**src/rtl/alu_arbiter_pkg.sv**
```systemverilog
// Shared definitions for the two-requester ALU arbiter: function codes,
// condition-code bit positions and the reset value of the condition codes.
package alu_arbiter_pkg;

  localparam logic [3:0] FUN_ADD = 4'd0;
  localparam logic [3:0] FUN_SUB = 4'd1;
  localparam logic [3:0] FUN_AND = 4'd2;
  localparam logic [3:0] FUN_XOR = 4'd3;

  localparam int CC_ZF = 2;
  localparam int CC_SF = 1;
  localparam int CC_OF = 0;

  localparam logic [2:0] CC_INIT_DEFAULT = 3'b100;

  typedef enum logic [1:0] {
    OP_ADD,
    OP_SUB,
    OP_AND,
    OP_XOR
  } alu_op_e;

  // Unknown function codes fall back to add.
  function automatic alu_op_e decode_fun(input logic [3:0] fun);
    case (fun)
      FUN_SUB: return OP_SUB;
      FUN_AND: return OP_AND;
      FUN_XOR: return OP_XOR;
      default: return OP_ADD;
    endcase
  endfunction

endpackage

```
**src/rtl/alu_arbiter_rr_arbiter2.sv**
```systemverilog
// Two-way round-robin arbiter: the pointer remembers the last winner and
// only moves when a grant is actually issued.
module rr_arbiter2 (
  input  logic       clock,
  input  logic       reset,
  input  logic       en_i,
  input  logic [1:0] req_i,
  output logic [1:0] gnt_o
);

  logic last_q;
  logic last_d;

  // last_q = 1 means requester 1 won last, so requester 0 wins the next tie.
  always_comb begin
    gnt_o = 2'b00;
    if (en_i) begin
      case (req_i)
        2'b01:   gnt_o = 2'b01;
        2'b10:   gnt_o = 2'b10;
        2'b11:   gnt_o = last_q ? 2'b01 : 2'b10;
        default: gnt_o = 2'b00;
      endcase
    end
  end

  always_comb begin
    last_d = last_q;
    if (gnt_o[1]) begin
      last_d = 1'b1;
    end else if (gnt_o[0]) begin
      last_d = 1'b0;
    end
  end

  always_ff @(posedge clock or posedge reset) begin
    if (reset) begin
      last_q <= 1'b1;
    end else begin
      last_q <= last_d;
    end
  end

endmodule

```
**src/rtl/alu_arbiter.sv**
```systemverilog
// Shares one ALU between the execute stage (requester 0) and address
// generation (requester 1); a single result register feeds the consumer.
module alu_arbiter
  import alu_arbiter_pkg::*;
#(
  parameter int         WIDTH   = 64,
  parameter logic [2:0] CC_INIT = CC_INIT_DEFAULT
) (
  input  logic             clock,
  input  logic             reset,
  input  logic             r0_valid,
  output logic             r0_ready,
  input  logic [3:0]       r0_fun,
  input  logic [WIDTH-1:0] r0_a,
  input  logic [WIDTH-1:0] r0_b,
  input  logic             r0_setcc,
  input  logic             r1_valid,
  output logic             r1_ready,
  input  logic [3:0]       r1_fun,
  input  logic [WIDTH-1:0] r1_a,
  input  logic [WIDTH-1:0] r1_b,
  input  logic             r1_setcc,
  input  logic             flush,
  output logic             res_valid,
  input  logic             res_ready,
  output logic             res_id,
  output logic [WIDTH-1:0] res_valE,
  output logic [2:0]       cc
);

  // Handshake: a request transfers on a clock edge where valid && ready are
  // both high; ready is combinational from valid, never the other way round.
  // The result transfers to the consumer where res_valid && res_ready.

  logic             res_valid_q, res_valid_d;
  logic             res_id_q, res_id_d;
  logic [WIDTH-1:0] res_val_q, res_val_d;
  logic [2:0]       cc_q, cc_d;

  logic             slot_free;
  logic             arb_en;
  logic [1:0]       gnt;
  logic             accept;
  logic             sel;

  logic [3:0]       op_fun;
  logic [WIDTH-1:0] op_a, op_b;
  logic             op_setcc;
  logic [WIDTH-1:0] alu_res;
  logic             alu_of;
  logic [2:0]       alu_flags;

  assign slot_free = !res_valid_q || res_ready;
  assign arb_en    = slot_free && !flush && !reset;

  rr_arbiter2 u_rr (
    .clock (clock),
    .reset (reset),
    .en_i  (arb_en),
    .req_i ({r1_valid, r0_valid}),
    .gnt_o (gnt)
  );

  assign r0_ready = gnt[0];
  assign r1_ready = gnt[1];
  assign accept   = |gnt;
  assign sel      = gnt[1];

  assign op_fun   = sel ? r1_fun   : r0_fun;
  assign op_a     = sel ? r1_a     : r0_a;
  assign op_b     = sel ? r1_b     : r0_b;
  assign op_setcc = sel ? r1_setcc : r0_setcc;

  // Operand order is B op A, matching the pipeline's valE = valB op valA.
  always_comb begin
    alu_res = op_b + op_a;
    alu_of  = (op_a[WIDTH-1] == op_b[WIDTH-1]) && (alu_res[WIDTH-1] != op_a[WIDTH-1]);
    case (decode_fun(op_fun))
      OP_SUB: begin
        alu_res = op_b - op_a;
        alu_of  = (op_a[WIDTH-1] != op_b[WIDTH-1]) && (alu_res[WIDTH-1] != op_b[WIDTH-1]);
      end
      OP_AND: begin
        alu_res = op_b & op_a;
        alu_of  = 1'b0;
      end
      OP_XOR: begin
        alu_res = op_b ^ op_a;
        alu_of  = 1'b0;
      end
      default: begin
      end
    endcase
  end

  always_comb begin
    alu_flags        = 3'b000;
    alu_flags[CC_ZF] = (alu_res == '0);
    alu_flags[CC_SF] = alu_res[WIDTH-1];
    alu_flags[CC_OF] = alu_of;
  end

  always_comb begin
    res_valid_d = res_valid_q;
    res_id_d    = res_id_q;
    res_val_d   = res_val_q;
    cc_d        = cc_q;
    if (accept) begin
      res_valid_d = 1'b1;
      res_id_d    = sel;
      res_val_d   = alu_res;
      if (op_setcc) begin
        cc_d = alu_flags;
      end
    end else if (flush || res_ready) begin
      res_valid_d = 1'b0;
    end
  end

  always_ff @(posedge clock or posedge reset) begin
    if (reset) begin
      res_valid_q <= 1'b0;
      res_id_q    <= 1'b0;
      res_val_q   <= '0;
      cc_q        <= CC_INIT;
    end else begin
      res_valid_q <= res_valid_d;
      res_id_q    <= res_id_d;
      res_val_q   <= res_val_d;
      cc_q        <= cc_d;
    end
  end

  assign res_valid = res_valid_q;
  assign res_id    = res_id_q;
  assign res_valE  = res_val_q;
  assign cc        = cc_q;

endmodule

```
**config.mk**
```make
export PLATFORM = sky130hd
export DESIGN_NAME = alu_arbiter
export DESIGN_NICKNAME = d
export VERILOG_FILES = /design/src/rtl/alu_arbiter_pkg.sv /design/src/rtl/alu_arbiter_rr_arbiter2.sv /design/src/rtl/alu_arbiter.sv
export SDC_FILE = /design/constraint.sdc
export NUM_CORES = 1
export LEC_CHECK = 0
export ABC_AREA = 1
export BUFFER_PORTS_ARGS = -buffer_cell sky130_fd_sc_hd__buf_2
export CORE_ASPECT_RATIO = 0.9
export CORE_MARGIN = 2
export CORE_UTILIZATION = 45
export CTS_BUF_LIST = sky130_fd_sc_hd__clkbuf_4
export CTS_CLUSTER_DIAMETER = 80
export DETAILED_ROUTE_END_ITERATION = 8
export GPL_TIMING_DRIVEN = 0
export PLACE_DENSITY = 0.78
export SYNTH_ARGS = -nofsm -noshare
export SYNTH_HDL_FRONTEND = slang
export SYNTH_HIERARCHICAL = 1
export SYNTH_SLANG_ARGS = --single-unit
```
**constraint.sdc**
```tcl
create_clock -name clock -period 6.2 [get_ports clock]
set_input_delay 1.24 -clock clock [delete_from_list [all_inputs] [get_ports clock]]
set_output_delay 1.24 -clock clock [all_outputs]
set_load 0.1 [all_outputs]
```
## After elaboration in Yosys (flattened, before gate mapping)

Cells that the tools add are included.

- Word-level logic and storage cells: 51
- Output and inout bits: 71
- Register bits: 70
- Input port bits: 272

- Bitwise gates (word level): 2
- Add/sub/neg operators: 2
- Mux-type cells: 14
- Equal/unequal tests: 13
- Reductions and logical operators: 15

Operators by type and width:

| operator | number |
|---|---|
| case mux 64 bit (3 select lines) | 1 |
| 2-to-1 mux 64 bit | 2 |
| adder 64 bit | 1 |
| bitwise AND 64 bit | 1 |
| zero test 64 bit | 1 |
| subtractor 64 bit | 1 |
| XOR 64 bit | 1 |
| case mux 2 bit (3 select lines) | 2 |
| == test 2 bit (second input constant) | 4 |
| == test 4 x 2 -> 1 bit (second input constant) | 2 |
| 2-to-1 mux 1 bit | 5 |
| == test 2 x 1 -> 1 bit (second input constant) | 2 |
| == test 4 x 1 -> 1 bit (second input constant) | 1 |
| logical AND 1 bit | 4 |
| 2-to-1 mux 2 bit | 2 |
| 2-to-1 mux 4 bit | 1 |
| nonzero test 2 bit | 2 |
| OR reduction 2 bit | 2 |
| zero test 1 bit | 3 |
| inequality test 1 bit | 3 |
| logical OR 1 bit | 2 |
| case mux 1 bit (2 select lines) | 1 |
| AND reduction 2 bit | 1 |
| == test 1 bit | 1 |

## Logic depth before layout (Yosys ltp)

Gate-level depths: netlist (run 1).

- Word-level depth: 11
- Gate-level depth with buffers: 39
- Gate-level depth less buffers: 33

## By module

Netlist (run 1), hierarchy kept.

Modules (own cells, without submodules):

| module | sequential area each (um2) | instances | cells each | area each (um2) |
|---|---|---|---|---|
| alu_arbiter | 1727.9 | 1 | 3637 | 18014.8 |
| rr_arbiter2 | 26.3 | 1 | 13 | 76.3 |

## Least setup slack after synthesis (run 1)

No wires, ideal clock.

- Path type: input to register
- Start point: input port flush
- End point: register cc_q[2], in the netlist cc[2]
- Cell stages on the path: 32
- Slack: 1.115 ns
- Setup time: 0.062 ns
- Required time: 6.138 ns
- Arrival: 5.024 ns
- Path buffers: 4
- Cell sequence: nor3_1 -> nand2_1 -> inv_1 -> nand2_1 -> inv_1 -> buf_4 -> buf_6 -> inv_2 -> clkbuf_1 -> clkbuf_1 -> or2_2 -> o21ai_0 -> inv_1 -> ha_1 -> fa_1 -> nand2_1 -> nand2_1 -> nand3_1 -> nand2_1 -> nand2_1 -> nand2_1 -> o21ai_0 -> nor2_1 -> nor2_1 -> nand2_1 -> nor2_1 -> nand3_1 -> nor2_1 -> nand3_1 -> nor2_1 -> nand3_1 -> nand2_1

- Cells in the longest elaborated chain, start to end: 10
- Elaborated cells between the ends (all ways): 23
- Classes of those cells: 2 x add/sub; 6 x eq/ne; 7 x mux; 2 x bitwise; 6 x reduce/logical

Ends and longest elaborated chain:

| item | line | RTL |
|---|---|---|
| start: declaration | alu_arbiter.sv:23 | `input logic flush,` |
| zero test 1 bit (*) | alu_arbiter.sv:54 | `assign arb_en = slot_free && !flush && !reset;` |
| logical AND 1 bit (*) (2 in series) | alu_arbiter.sv:54 |  |
| 2-to-1 mux 2 bit (*) | alu_arbiter_rr_arbiter2.sv:17 | `if (en_i) begin` |
| named net r1_ready | alu_arbiter.sv:18 | `output logic r1_ready,` |
| parallel branches: the longest is 6 deep, another holds adder 64 bit | - |  |
| end signal: assignment | alu_arbiter.sv:125 | `cc_q <= CC_INIT;` |
| end signal: assignment | alu_arbiter.sv:130 | `cc_q <= cc_d;` |
| end: declaration | alu_arbiter.sv:38 | `logic [2:0] cc_q, cc_d;` |

Mark *: on every way through the listed nets, which the timed path passes.
A chain may end at the register's enable or synchronous reset.

## Final worst setup path (run 1)

- Start point: input port res_ready
- End point: register cc_q[2], in the netlist cc[2]

- Cells in the longest elaborated chain, start to end: 10
- Elaborated cells between the ends (all ways): 23
- Classes of those cells: 2 x add/sub; 6 x eq/ne; 7 x mux; 2 x bitwise; 6 x reduce/logical

Ends and longest elaborated chain:

| item | line | RTL |
|---|---|---|
| start: declaration | alu_arbiter.sv:25 | `input logic res_ready,` |
| logical OR 1 bit (*) | alu_arbiter.sv:53 | `assign slot_free = !res_valid_q \|\| res_ready;` |
| logical AND 1 bit (*) (2 in series) | alu_arbiter.sv:54 |  |
| named net arb_en | alu_arbiter.sv:41 | `logic arb_en;` |
| 2-to-1 mux 2 bit (*) | alu_arbiter_rr_arbiter2.sv:17 |  |
| parallel branches: the longest is 6 deep, another holds adder 64 bit | - |  |

Marks and branches as above.

==> Flow_metrics.wiki, run 1 <==
{| class="wikitable"
! Metric !! Value
|-
| Outcome || completed
|-
| Most frequent cells in the layout || sky130_fd_sc_hd__nand2_1, sky130_fd_sc_hd__inv_1, sky130_fd_sc_hd__buf_2
|-
| WL/cell || 18.93 um
|-
| Data required time of the worst path || about 6500 ps
|-
| CTS tree || yes
|-
| First drt pass iteration count || 6
|-
| Relative slew margins || 0.2683
|-
| Global-route wire length before repair || around 130,000 um
|-
| Cell at the root of the clock tree || sky130_fd_sc_hd__clkbuf_4
|-
| Leakage Power || ~13 nW
|-
| Final clock period utilization by the worst path || 0.9720
|-
| Number of input and output port buffers inserted || 342
|-
| Proportion of layout cells with a drive suffix above 1 || 0.1432
|-
| Gate count after technology mapping || roughly 3,700
|-
| Row count || 69
|-
| CP top delay family || simple AND/OR/NAND/NOR gates
|-
| Yosys warning count || 6
|-
| Min-delay src || cc[2]
|-
| Class of the tightest hold or removal check || flip-flop to flip-flop
|-
| Max capacitance violation total || 0
|-
| Worst-Margin Slew || roughly 1100 ps
|-
| Min Tclk post-route || 6026 ps
|-
| DRT iter0 DRCs || ~2,800
|-
| Core ar. || about 40,000 um2
|-
| H-Tree Depth || 3
|-
| Overall die width || 215.4 um
|-
| CP Class || input pin to flip-flop
|-
| Startpoint of the lowest-slack register-to-register path || res_valid
|-
| Synthesized net count || 4,052
|-
| Maximum buffer depth of the clock tree || 2
|-
| CP Launch Point || res_ready
|-
| Vias per cell || 5.284
|-
| Slowest-stage cell, CP || sky130_fd_sc_hd__nor2_1
|-
| Startpoint type of the worst setup path || input pin
|-
| Critical path endpoint category || flip-flop
|-
| Number of global-route vias before repair || between 20,000 and 25,000
|-
| Final number of setup-violating endpoints || 0
|-
| Clock sinks || 70
|-
| Pwr/cell area || 236.9 nW/um2
|-
| Most numerous cell on the critical path || sky130_fd_sc_hd__nand2_1
|-
| Register area share after synthesis || 0.09696
|-
| Critical path's largest stage delay || between 400 and 500 ps
|-
| Grt total ovfl || 0
|-
| Worst-path clk slew || roughly 100 ps
|-
| Synth Cell Area || 18,090 um2
|-
| DRC errors left || 0
|-
| Final estimated routing congestion in global placement || approximately 1.1
|-
| Number of I/O pins || 343
|-
| CP arrival || between 6000 and 7000 ps
|-
| Total via count after detailed routing || between 20,000 and 25,000
|-
| Antenna-violating nets left || 0
|-
| Placement-stage worst setup slack || -1182 ps
|-
| Half-perimeter wire length after placement || between 70,000 and 80,000 um
|-
| Layout area overhead || 14.37%
|-
| Net count of the finished layout || about 4,400
|-
| Final clock skew || between 10 and 15 ps
|-
| Final setup slack of the worst path || ~170 ps
|-
| Height of the die || 194.2 um
|-
| Fin. max-slew vios || 0
|-
| TritonCTS Buffers || 9
|-
| Critical-path maximum fanout || 10
|-
| Distinct cell type count of the synthesized netlist || just under 50
|-
| Effective utilization at floorplan || 0.4575
|-
| Number of post-CTS setup repair buffers || 0
|-
| Highest achievable clock rate || ~0.17 GHz
|-
| Number of buffer and inverter stages on the critical path || 10
|-
| Area of all placed cells without fillers || ~21,000 um2
|-
| Hold violation count in the final report || 0
|-
| All-Layer GR Usage || 0.4002
|-
| Area after detailed placement || between 20,000 and 25,000 um2
|-
| Per-instance average area after synthesis || approximately 5 um2
|-
| Total of fill cells in the finished design || roughly 4,600
|-
| Routed Wire Length || ~86,000 um
|-
| Clock latency of the later-clocked register in the worst-skew pair || about 400 ps
|-
| Number of antenna violations at the first check in global routing || 1
|-
| DIE AREA || roughly 42,000 um2
|-
| Flip-flop and latch count after synthesis || 70
|-
| Pin count of the biggest net entering global routing || 38
|-
| Maximum ir drop on the vdd rail || around 0.00035 V
|-
| Most common library cell in the layout ignoring fill and taps || sky130_fd_sc_hd__nand2_1
|}
==> what timing repair did <==
| item | 4_1_cts | 5_1_grt |
|---|---|---|
| gates resized for setup | 8 | 37 |
| hold buffers | 0 | 0 |
| endpoints found under the setup margin | 11 | 12 |
==> per-layer routing <==
layer  vias to the layer above  global-route usage  share of wire  wire length, um
met5                         -                   0              0                0
met4                         0              0.1052          0.027             2322
met3                       116              0.1046           0.14            12350
met2                      1353              0.5740           0.39            33350
met1                     10710              0.5855           0.44            37980
li1                      11820                   -              -                -
==> cells by family after synthesis <==
kind of cell,Yosys count,synth area share
buffers and inverters,841,0.1860
adder cells (fa/ha/maj),130,0.09074
AO/OA/AOI/OAI,391,0.1167
flip-flops,70,0.09696
AND/OR/NAND/NOR,2212,0.5067
XOR/XNOR,6,0.002905
==> worst reg2reg max path, delay by kind of cell (launching register included) <==
kind                     cells  cell delay (ps)
AND/OR/NAND/NOR             16             2310
flip-flops                   1              400
adder cells (fa/ha/maj)      1              360
AO/OA/AOI/OAI                4              660
buffers and inverters        9             1720
==> registers in the layout (all words and copies together) (netlist names) <==
signal,cells
res_valid,1
cc,3
u_rr/last_q,1
res_id,1
res_valE,64
==> report_power, final <==
| part | switching [W] | internal, W |
|---|---|---|
| sequential | 0.0000817 | 0.000611 |
| combinational | 0.00306 | 0.000860 |
| clock | 0.000149 | 0.000136 |
| total | 0.00329 | 0.00161 |
==> worst paths after layout <==
check                          endpoint  slack, ps  cells after the start
max                               cc[2]        170                     33
min                               cc[2]        480                      2
max reg2reg                       cc[2]        700                     30
min reg2reg                       cc[2]        480                      2
max in group asynchronous  res_valE[47]       4550                      3
min in group asynchronous   u_rr/last_q        850                      2
==> through the flow <==
stage          total power [W]  hold WS, ps  TNS [ps]    util  instances
3_3_place_gp          0.004475        458.4    -12320  0.5177       4524
3_5_place_dp          0.004500        464.2    -13720  0.5182       4525
4_1_cts               0.004792        485.3         0  0.5220       4541
5_1_grt               0.005213        509.6    -34.28  0.5233       4542
6_report              0.004901        484.4         0  0.5233       4542
2_1_floorplan         0.003480        453.7         0       -       3650
==> synth_stat cells, drive strengths merged <==
| library cell | number | area, um2 |
|---|---|---|
| buf | 84 | 521.8 |
| o21a | 1 | 7.510 |
| inv | 717 | 2691 |
| dfrtp | 68 | 1702 |
| a22oi | 1 | 7.510 |
| a21o | 1 | 7.510 |
| nand2 | 1468 | 5553 |
| o31ai | 1 | 7.510 |
| or2 | 67 | 419.2 |
| and3 | 2 | 12.51 |
| nor3b | 1 | 7.510 |
| a21oi | 145 | 725.7 |
| nand4 | 38 | 237.7 |
| xnor2 | 2 | 17.52 |
| nand3 | 259 | 1311 |
| ha | 128 | 1602 |
| a221oi | 12 | 105.1 |
| fa | 2 | 40.04 |
| o22ai | 37 | 231.5 |
| nor3 | 33 | 190.2 |
| nand3b | 14 | 108.9 |
| clkbuf | 40 | 151.4 |
| o211ai | 1 | 7.510 |
| nor4 | 6 | 43.79 |
| dfstp | 2 | 52.55 |
| a31oi | 3 | 18.77 |
| o21bai | 10 | 75.07 |
| xor2 | 4 | 35.03 |
| a21boi | 1 | 7.510 |
| o21ai | 178 | 909.6 |
| nor2 | 321 | 1265 |
| and2 | 3 | 18.77 |
==> cell type report <==
class	count	area, um2	area share
Antenna cell	1	2.502	0.0001209
Buffer	124	705.7	0.03411
Clock buffer	12	90.09	0.004354
Clock inverter	4	48.80	0.002358
Inverter	717	2694	0.1302
Multi-Input combinational cell	2739	13000	0.6282
Sequential cell	70	1754	0.08478
Tap cell	532	665.6	0.03217
Timing Repair Buffer	343	1732	0.08369
(Power assumes the default switching activity.)
==> run 2, diff against run 1 <==
REMOVE_ABC_BUFFERS = 1   (was default)
==> Flow_metrics.wiki, run 2 (synthesis gave the netlist of run 1 again) <==
{| class="wikitable"
! Metric !! Value
|-
| Pin count of the biggest net entering global routing || just under 100
|-
| Number of antenna violations at the first check in global routing || 3
|-
| DRT iter0 DRCs || between 2,000 and 3,000
|-
| Total via count after detailed routing || ~23,000
|-
| Grt total ovfl || 0
|-
| Critical-path maximum fanout || between 90 and 100
|-
| Routed Wire Length || 79,940 um
|-
| Hold violation count in the final report || 0
|-
| Half-perimeter wire length after placement || roughly 69,000 um
|-
| Critical path endpoint category || flip-flop
|-
| Max capacitance violation total || 0
|-
| Number of input and output port buffers inserted || 342
|-
| Cell internal pwr || between 0.0015 and 0.002 W
|-
| CP arrival || between 6000 and 7000 ps
|-
| Proportion of layout cells with a drive suffix above 1 || 0.1241
|-
| Area of the multi-input gates || 13,010 um2
|-
| Worst-path clk slew || about 90 ps
|-
| Power share of the combinational group || 0.805
|-
| Number of I/O pins || 343
|-
| Height of the die || about 190 um
|-
| TritonCTS Buffers || 9
|-
| Area after detailed placement || 19,990 um2
|-
| Hold-fix buffers at CTS || 0
|-
| Register-to-Register Setup Slack || ~870 ps
|-
| Clock latency of the later-clocked register in the worst-skew pair || between 400 and 500 ps
|-
| CP Class || input pin to flip-flop
|-
| CTS tree || yes
|-
| Critical path's largest stage delay || 420 ps
|-
| Antenna-violating nets left || 0
|-
| Cell at the root of the clock tree || sky130_fd_sc_hd__clkbuf_4
|-
| Startpoint type of the worst setup path || input pin
|-
| Fin. max-slew vios || 0
|-
| Switching share of power || 0.6783
|-
| Vias per cell || 5.271
|-
| Switching power total || 0.003252 W
|-
| Outcome || finished, violations left
|-
| Worst-Margin Slew || about 1500 ps
|-
| Placed cells || 4,407
|-
| First drt pass iteration count || 8
|-
| Failing checks || DRC
|-
| Core ar. || about 40,000 um2
|-
| Final estimated routing congestion in global placement || 1.052
|-
| Most numerous cell on the critical path || sky130_fd_sc_hd__nand2_1
|-
| Effective utilization at floorplan || 0.4575
|-
| Post-Layout Cell Count || between 4,000 and 5,000
|-
| Clock sinks || 70
|-
| Area of all placed cells without fillers || a little over 20,000 um2
|-
| Data required time of the worst path || ~6500 ps
|-
| DRC errors left || 1
|-
| RSZ-0062 raised after global routing || false
|-
| CP top delay family || simple AND/OR/NAND/NOR gates
|-
| Final number of setup-violating endpoints || 0
|-
| Slowest-stage cell, CP || sky130_fd_sc_hd__ha_2
|-
| DIE AREA || around 42,000 um2
|-
| Global-route wire length before repair || approximately 120,000 um
|-
| Most frequent cells in the layout || sky130_fd_sc_hd__nand2_1, sky130_fd_sc_hd__inv_1, sky130_fd_sc_hd__buf_2
|-
| Worst hold margin || between 400 and 500 ps
|-
| Placement-stage worst setup slack || -310.6 ps
|-
| Sequential cell area in the final layout || ~1800 um2
|-
| Number of buffer and inverter stages on the critical path || 6
|-
| Final setup slack of the worst path || about 360 ps
|-
| All-Layer GR Usage || 0.3713
|-
| Number of global-route vias before repair || about 21,000
|-
| Maximum buffer depth of the clock tree || 2
|-
| Net count of the finished layout || around 4,300
|-
| Most common library cell in the layout ignoring fill and taps || sky130_fd_sc_hd__nand2_1
|-
| Final clock period utilization by the worst path || 0.9426
|-
| Overall die width || around 220 um
|-
| Relative slew margins || 0.02720
|-
| Row count || 69
|-
| Class of the tightest hold or removal check || flip-flop to flip-flop
|-
| Highest achievable clock rate || around 0.17 GHz
|-
| Maximum ir drop on the vdd rail || 0.0003405 V
|-
| Layout area overhead || 11.45%
|-
| Pwr/cell area || around 240 nW/um2
|-
| WL/cell || 18.06 um
|-
| Clock power share || 0.050
|-
| Sequential cell fraction of total power || 0.145
|-
| Total of fill cells in the finished design || ~4,700
|-
| Max FFs per register || between 60 and 70
|-
| H-Tree Depth || 3
|-
| Min Tclk post-route || around 5800 ps
|-
| Leakage Power || 12.41 nW
|-
| Final clock skew || 22.87 ps
|}
-- run 2: cell types whose count changed in the layout (fill, tap and decap cells not counted), sizes merged --
| cell | previous run | this run |
|---|---|---|
| buf | 429 | 350 |
| bufinv | 1 | 0 |
| clkbuf | 50 | 12 |
| clkinv | 1 | 6 |
| clkinvlp | 2 | 0 |
| diode | 1 | 2 |
| inv | 717 | 715 |
-- run 2: what timing repair did --
item | CTS | global route
setup endpoints to repair | 0 | 6
buffers inserted | 0 | 1
resized for setup | 0 | 15
-- run 2: area by class of cell --
class                      count  area share
tap                          532     0.03301
sequential                    70     0.08700
timing repair buffer         350     0.09432
inverter                     717      0.1348
clock buffer                  12    0.004468
clock inverter                 4   0.0008067
multi-input combinational   2739      0.6453
antenna                        2   0.0002482
-- run 2: worst paths after layout --
| check | startpoint | endpoint | depth (start not counted) |
|---|---|---|---|
| worst max-delay path | reset | cc[2] | 29 |
| worst min-delay path | res_valE[20] | res_valE[20] | 2 |
| worst max register to register | res_valid | cc[2] | 30 |
| worst min register to register | res_valE[20] | res_valE[20] | 2 |
| max in group asynchronous | reset | res_valE[63] | 2 |
| min in group asynchronous | reset | u_rr/last_q | 2 |
-- run 2: power by group through the flow --
stage	Sequential (W)	Clock, W	Combinational, W
2_1_floorplan	0.00183	0	0.00160
3_3_place_gp	0.000699	0	0.00372
3_5_place_dp	0.000702	0	0.00374
4_1_cts	0.000695	0.000243	0.00375
5_1_grt	0.000714	0.000262	0.00413
6_report	0.000696	0.000238	0.00386
-- run 2: worst min-delay path, cell delays in order, from the launching register on --
cell and delay [ps]:
sky130_fd_sc_hd__dfrtp_1 350, sky130_fd_sc_hd__nand2_1 50, sky130_fd_sc_hd__nand2_1 50
-- run 2: per-stage QoR --
step | power, W | TNS (ps) | utilization
finish | 0.004794 | 0 | 0.5099
global route | 0.005102 | 0 | 0.5099
CTS | 0.004689 | 0 | 0.5082
detailed placement | 0.004445 | -310.6 | 0.5055
global placement | 0.004421 | -318740 | 0.5006
floorplan | 0.003434 | -121830 | -
-- run 2: per-layer routing --
metal  up-vias  GRT usage  part of all wire
met2      1242     0.5223              0.39
met1     10380     0.5441              0.45
met4         4    0.08710             0.023
li1      11600          -                 -
met5         -    0.01609            0.0011
met3       104     0.1133              0.14
